**config.mk**
```make
export PLATFORM = sky130hd
export DESIGN_NAME = scan_chain_target
export DESIGN_NICKNAME = d
export VERILOG_FILES = /design/src/rtl/scan_chain_target.sv
export SDC_FILE = /design/constraint.sdc
export NUM_CORES = 1
export LEC_CHECK = 0
export BUFFER_PORTS_ARGS = -buffer_cell sky130_fd_sc_hd__buf_2
export CORE_MARGIN = 1
export CORE_UTILIZATION = 50
export DETAILED_ROUTE_END_ITERATION = 10
export MAX_ROUTING_LAYER = met4
export PLACE_DENSITY_LB_ADDON = 0.05
export SLEW_MARGIN = 20
export SYNTH_ARGS = -nofsm -noshare
export SYNTH_HDL_FRONTEND = slang
export SYNTH_SLANG_ARGS = --single-unit
```
**constraint.sdc**
```tcl
create_clock -name aclk -period 2.9 [get_ports aclk]
set_input_delay 0.725 -clock aclk [delete_from_list [all_inputs] [get_ports aclk]]
set_output_delay 0.725 -clock aclk [all_outputs]
set_load 0.005 [all_outputs]
```
**src/rtl/scan_chain_target.sv**
```systemverilog
// Scan-chain target: counter, Galois LFSR and user register threaded into one 3*WIDTH-bit serial chain.
// Latency: one cycle per shift or functional update; the first bit shifted in reaches scan_output after 3*WIDTH shifts.
// Backpressure: none; scan_ck_enable=0 freezes every register, so a shift burst can pause and resume.
module scan_chain_target #(
  parameter int               WIDTH     = 32,
  parameter logic [WIDTH-1:0] LFSR_SEED = WIDTH'(32'h0000_0001),
  parameter logic [WIDTH-1:0] LFSR_POLY = WIDTH'(32'h8020_0003)
) (
  input  logic             aclk,
  input  logic             areset,
  input  logic             scan_ck_enable,
  input  logic             scan_enable,
  input  logic             scan_input,
  output logic             scan_output,
  input  logic             cnt_en,
  input  logic             wr_en,
  input  logic [WIDTH-1:0] wr_data,
  output logic [WIDTH-1:0] cnt_value,
  output logic [WIDTH-1:0] lfsr_value,
  output logic [WIDTH-1:0] user_value,
  output logic [15:0]      shift_count,
  output logic             scan_active
);

  localparam int L = 3 * WIDTH;

  logic [WIDTH-1:0] cnt, lfsr, ureg;
  logic [L-1:0]     chain;
  logic [WIDTH-1:0] lfsr_nxt;

  assign chain = {cnt, lfsr, ureg};

  // A scan load can leave the LFSR at zero, where it would lock; reload the seed instead.
  always_comb begin
    lfsr_nxt = (lfsr >> 1) ^ (lfsr[0] ? LFSR_POLY : '0);
    if (lfsr == '0) lfsr_nxt = LFSR_SEED;
  end

  always_ff @(posedge aclk) begin
    if (areset) begin
      cnt         <= '0;
      lfsr        <= LFSR_SEED;
      ureg        <= '0;
      shift_count <= '0;
      scan_active <= 1'b0;
    end else if (scan_ck_enable) begin
      if (scan_enable) begin
        {cnt, lfsr, ureg} <= {chain[L-2:0], scan_input};
        shift_count       <= shift_count + 16'd1;
        scan_active       <= 1'b1;
      end else begin
        cnt         <= cnt + WIDTH'(cnt_en);
        lfsr        <= lfsr_nxt;
        ureg        <= wr_en ? wr_data : ureg;
        shift_count <= '0;
        scan_active <= 1'b0;
      end
    end
  end

  assign scan_output = cnt[WIDTH-1];
  assign cnt_value   = cnt;
  assign lfsr_value  = lfsr;
  assign user_value  = ureg;

endmodule

```
# After elaboration in Yosys (flattened, before gate mapping)
# Index checks and enable logic that the tools add are counted.
# word_totals
ff_bits	113
input_bits	39
out_inout_bits	114
elab_cells	19
# classes
addsub	2
mux	8
n_bitwise	1
n_reduce_logical	3
# ops
operator	count
2-to-1 mux 32 bit	6
adder 32 x 1 -> 32 bit	1
zero test 32 bit	1
bitwise XOR 31 x 32 -> 32 bit	1
adder 16 x 1 -> 16 bit (second input constant)	1
2-to-1 mux 16 bit	1
AND reduction 2 bit	1
nonzero test 2 bit	1
2-to-1 mux 1 bit	1

# Longest topological paths before layout
# depth
depth_word	4
depth_mapped	8
depth_no_buf	7

# Worst setup path before layout
# Ideal clock, no wire load.
# synth_timing
path_type	input -> register
from	input cnt_en
to	register cnt[27] (netlist: cnt_value[27])
required_time_ps	2833
stages	7
path_buffers	1
arrival_time_ps	2391
path_slack_ps	442
setup_ps	67
path_cell_list	ha_1 -> nand2_1 -> or2_2 -> clkbuf_1 -> or4_4 -> mux2_4 -> a21oi_2
# synth_via
elab_chain_cells	2
# synth_rtl
element	line	rtl
from (decl)	15	input logic cnt_en,
adder 32 x 1 -> 32 bit	52	cnt <= cnt + WIDTH'(cnt_en);
2-to-1 mux 32 bit	47	if (scan_enable) begin
to (signal assigned)	48	{cnt, lfsr, ureg} <= {chain[L-2:0], scan_input};
to (signal assigned)	52	
to (decl)	27	logic [WIDTH-1:0] cnt, lfsr, ureg;
# Every way passes these cells.
# A chain may end at the register's enable or synchronous reset.

# Worst setup path in the final report
# layout_timing
from	register cnt[12] (netlist: cnt_value[12])
to	register cnt[27] (netlist: cnt_value[27])
# layout_via
elab_chain_cells	2
# layout_rtl
element	line
adder 32 x 1 -> 32 bit	52
2-to-1 mux 32 bit	47
# Every way passes these cells.

==> reports/qor.txt <==
status -> finished clean
syn_nets -> 694
Routed WL -> 15820 um
RSZ-0062 raised after global routing -> false
commonest non-fill, non-tap cell in the layout -> buf_2
pwr dens -> 618.0 mW/mm2
met3 GRT Util -> 0.06538
Top FF cell, synth -> dfxtp_1
hold crit path type -> reg -> reg
Finished Layout Cells -> 935
crit path kind -> reg -> reg
GRT met2 Usage -> 0.4350
worst-margin pin slew -> 0.5893 ns
Post-CTS Resized -> 0
clk buf depth -> 2
Yosys top cell by area -> dfxtp_1
met1 usage -> 0.3626
H-tree depth -> 4
RR Endpoint -> cnt_value[27]
post-DP HPWL -> 10150 um
R2R Path Start -> cnt_value[12]
top cells by area, synth -> dfxtp_1 (41%), mux2i_1 (8.1%), nor2_1 (7.3%)
Post-synth EDFFs -> 0
drt first pass iters -> 6
ANT nets after route -> 0
Final nets -> 824
GRT Max-Usage Layer -> met2
f_max -> 432.4 MHz
r2r worst-path depth -> 5
minimum clock period -> 2.313 ns
hold slack -> 0.4648 ns
All-Layer GR Usage -> 0.2844
Final Max Tran Viols -> 0
Hold Path End -> scan_active
first-pass GRT wire length -> 25250 um
Hold Crit Depth -> 2
final setup fails -> 0
Clock Sinks -> 113
critical path data arrival time -> 2.78 ns
slowest stage cell, crit path -> or4_4
pin count of the biggest net entering global routing -> 65
root buf cell -> clkbuf_8
Via density -> 6.041
Place WS -> 0.2726 ns
period utilization -> 0.7975
Clock Skew -> 0.007008 ns
Yosys top cell area share -> 0.4059
reg2reg setup slack -> 0.59 ns
area of the core -> 0.01084 mm2
peak per-stage delay on the critical path -> 0.57 ns
CP cell instances -> nand4_4 > or4_4 > or4_4 > mux2_4 > a21oi_2
critical path buffer and inverter count -> 0
PnR worst setup slack -> 0.5872 ns
Max Cap Violations -> 0
Max FO, Critical Path -> 7
cts bufs inserted -> 17
fin util -> 0.6550
Pleak -> 0.003026 uW
setup TNS -> 0 ns
initial DRC count -> 468
num ports -> 153
CP delay by family, top -> simple AND/OR/NAND/NOR gates
Mapped Area -> 0.005573 mm2
Most common cell on crit path -> or4_4
Routability Congestion -> 0.8403
vias in the first global route -> 5158
startpoint types -> flip-flop
CP required -> 3.36 ns
Initial Util -> 0.5141
wire per inst -> 16.92 um
setup bufs post-CTS -> 0
DRC Markers -> 0
layout cells sized above 1 -> 0.2645
Yosys reg bits -> 113
Netlist cell types -> 59
Synth Instances -> 651
worst skew pair latency -> 0.53 ns
critical path capture point type -> flip-flop
synthesized area per cell -> 8.560 um2
sequential fraction of the synthesis area -> 0.4059
Syn. warnings -> 0
Hold Buf Count CTS -> 0
Slew headroom -> 0.6072
Area Growth Syn to Fin -> 27.41%
initial antenna violation count -> 1
Site Rows -> 38
Post-Place Cells -> 902
IO Port Bufs -> 152
TritonCTS clock tree -> done
CTS clock-pin slew for the worst setup and hold paths -> 0.06 ns
full die area -> 0.01157 mm2
final hold violation count -> 0
ys async rst share -> 0
most frequent cells in the layout -> buf_2 (150), dfxtp_1 (113), nor2_1 (106)
maximum vdd ir drop -> 0.0004131 V
die height -> 107.6 um
hold path start -> scan_active
DR vias -> 5648
Die X -> 107.6 um
gr ovfl total -> 0
sequential cells by signal, summed over array words and instances (netlist names):
signal / cells
scan_active: 1
user_value: 32
cnt_value: 32
shift_count: 16
lfsr_value: 32
synthesized netlist by cell type (13+ instances only):
cell type / instances
o21ai_0: 19
nand2_1: 37
nor4_1: 16
dfxtp_1: 113
clkbuf_1: 46
a21oi_1: 18
a22oi_1: 13
a222oi_1: 29
a211oi_1: 39
nand4_1: 13
nand3_1: 16
mux2i_1: 45
nor2_1: 109
worst max path at each step:
stage	from	end	slack, ns	depth (start not counted)
after global placement	cnt_en	cnt_value[27]	0.33	7
after detailed placement	cnt_en	cnt_value[20]	0.27	7
after global routing	cnt_value[0]	cnt_value[22]	0.38	7
after CTS	cnt_value[12]	cnt_value[27]	0.61	5
final	cnt_value[12]	cnt_value[27]	0.59	5
after floorplan	cnt_en	cnt_value[27]	0.44	7
layout make-up:
class / count / area, um2
fillers: 946 / 3740
multi-input cells: 471 / 3060
flip-flops and latches: 113 / 2262
repair buffers: 165 / 875.8
clock buffers: 22 / 473.0
clock inverters: 10 / 202.7
well taps: 140 / 175.2
inverters: 13 / 48.80
diodes: 1 / 2.502
metal layers:
| metal | wire (um) | vias to the layer above |
|---|---|---|
| met2 | 7330 | 251 |
| met1 | 7054 | 2619 |
| met5 | 0 | - |
| li1 | - | 2748 |
| met4 | 316 | 0 |
| met3 | 1118 | 30 |
metrics by stage:
| step | cell area (um2) | total power, uW |
|---|---|---|
| 4_1_cts | 7098 | 4405 |
| 5_1_grt | 7101 | 4527 |
| 3_5_place_dp | 6422 | 2034 |
| 2_1_floorplan | 5573 | 1893 |
| 6_report | 7101 | 4388 |
| 3_3_place_gp | 6422 | 2025 |
power by group:
group / switching, uW / internal, uW / total, uW / leakage (uW)
clock network: 728 / 1660 / 2380 / 0.000331
logic: 209 / 147 / 356 / 0.00178
registers: 45.1 / 1600 / 1650 / 0.000920
worst min-delay path, delay by kind of cell, from the launching register on:
kind / cells / cell delay, ns
flip-flops: 1 / 0.32
AND/OR/NAND/NOR: 2 / 0.11
logic make-up after synthesis:
group	count (synthesis)	share of synthesized area
and+or+nand+nor	240	0.2099
AOI/OAI and AO/OA	170	0.2272
DFF	113	0.4059
buffers and inverters	67	0.04715
muxes	46	0.08352
xor gates and xnor gates	11	0.01729
adders and majority gates	4	0.008981
(Power assumes the default switching activity.)
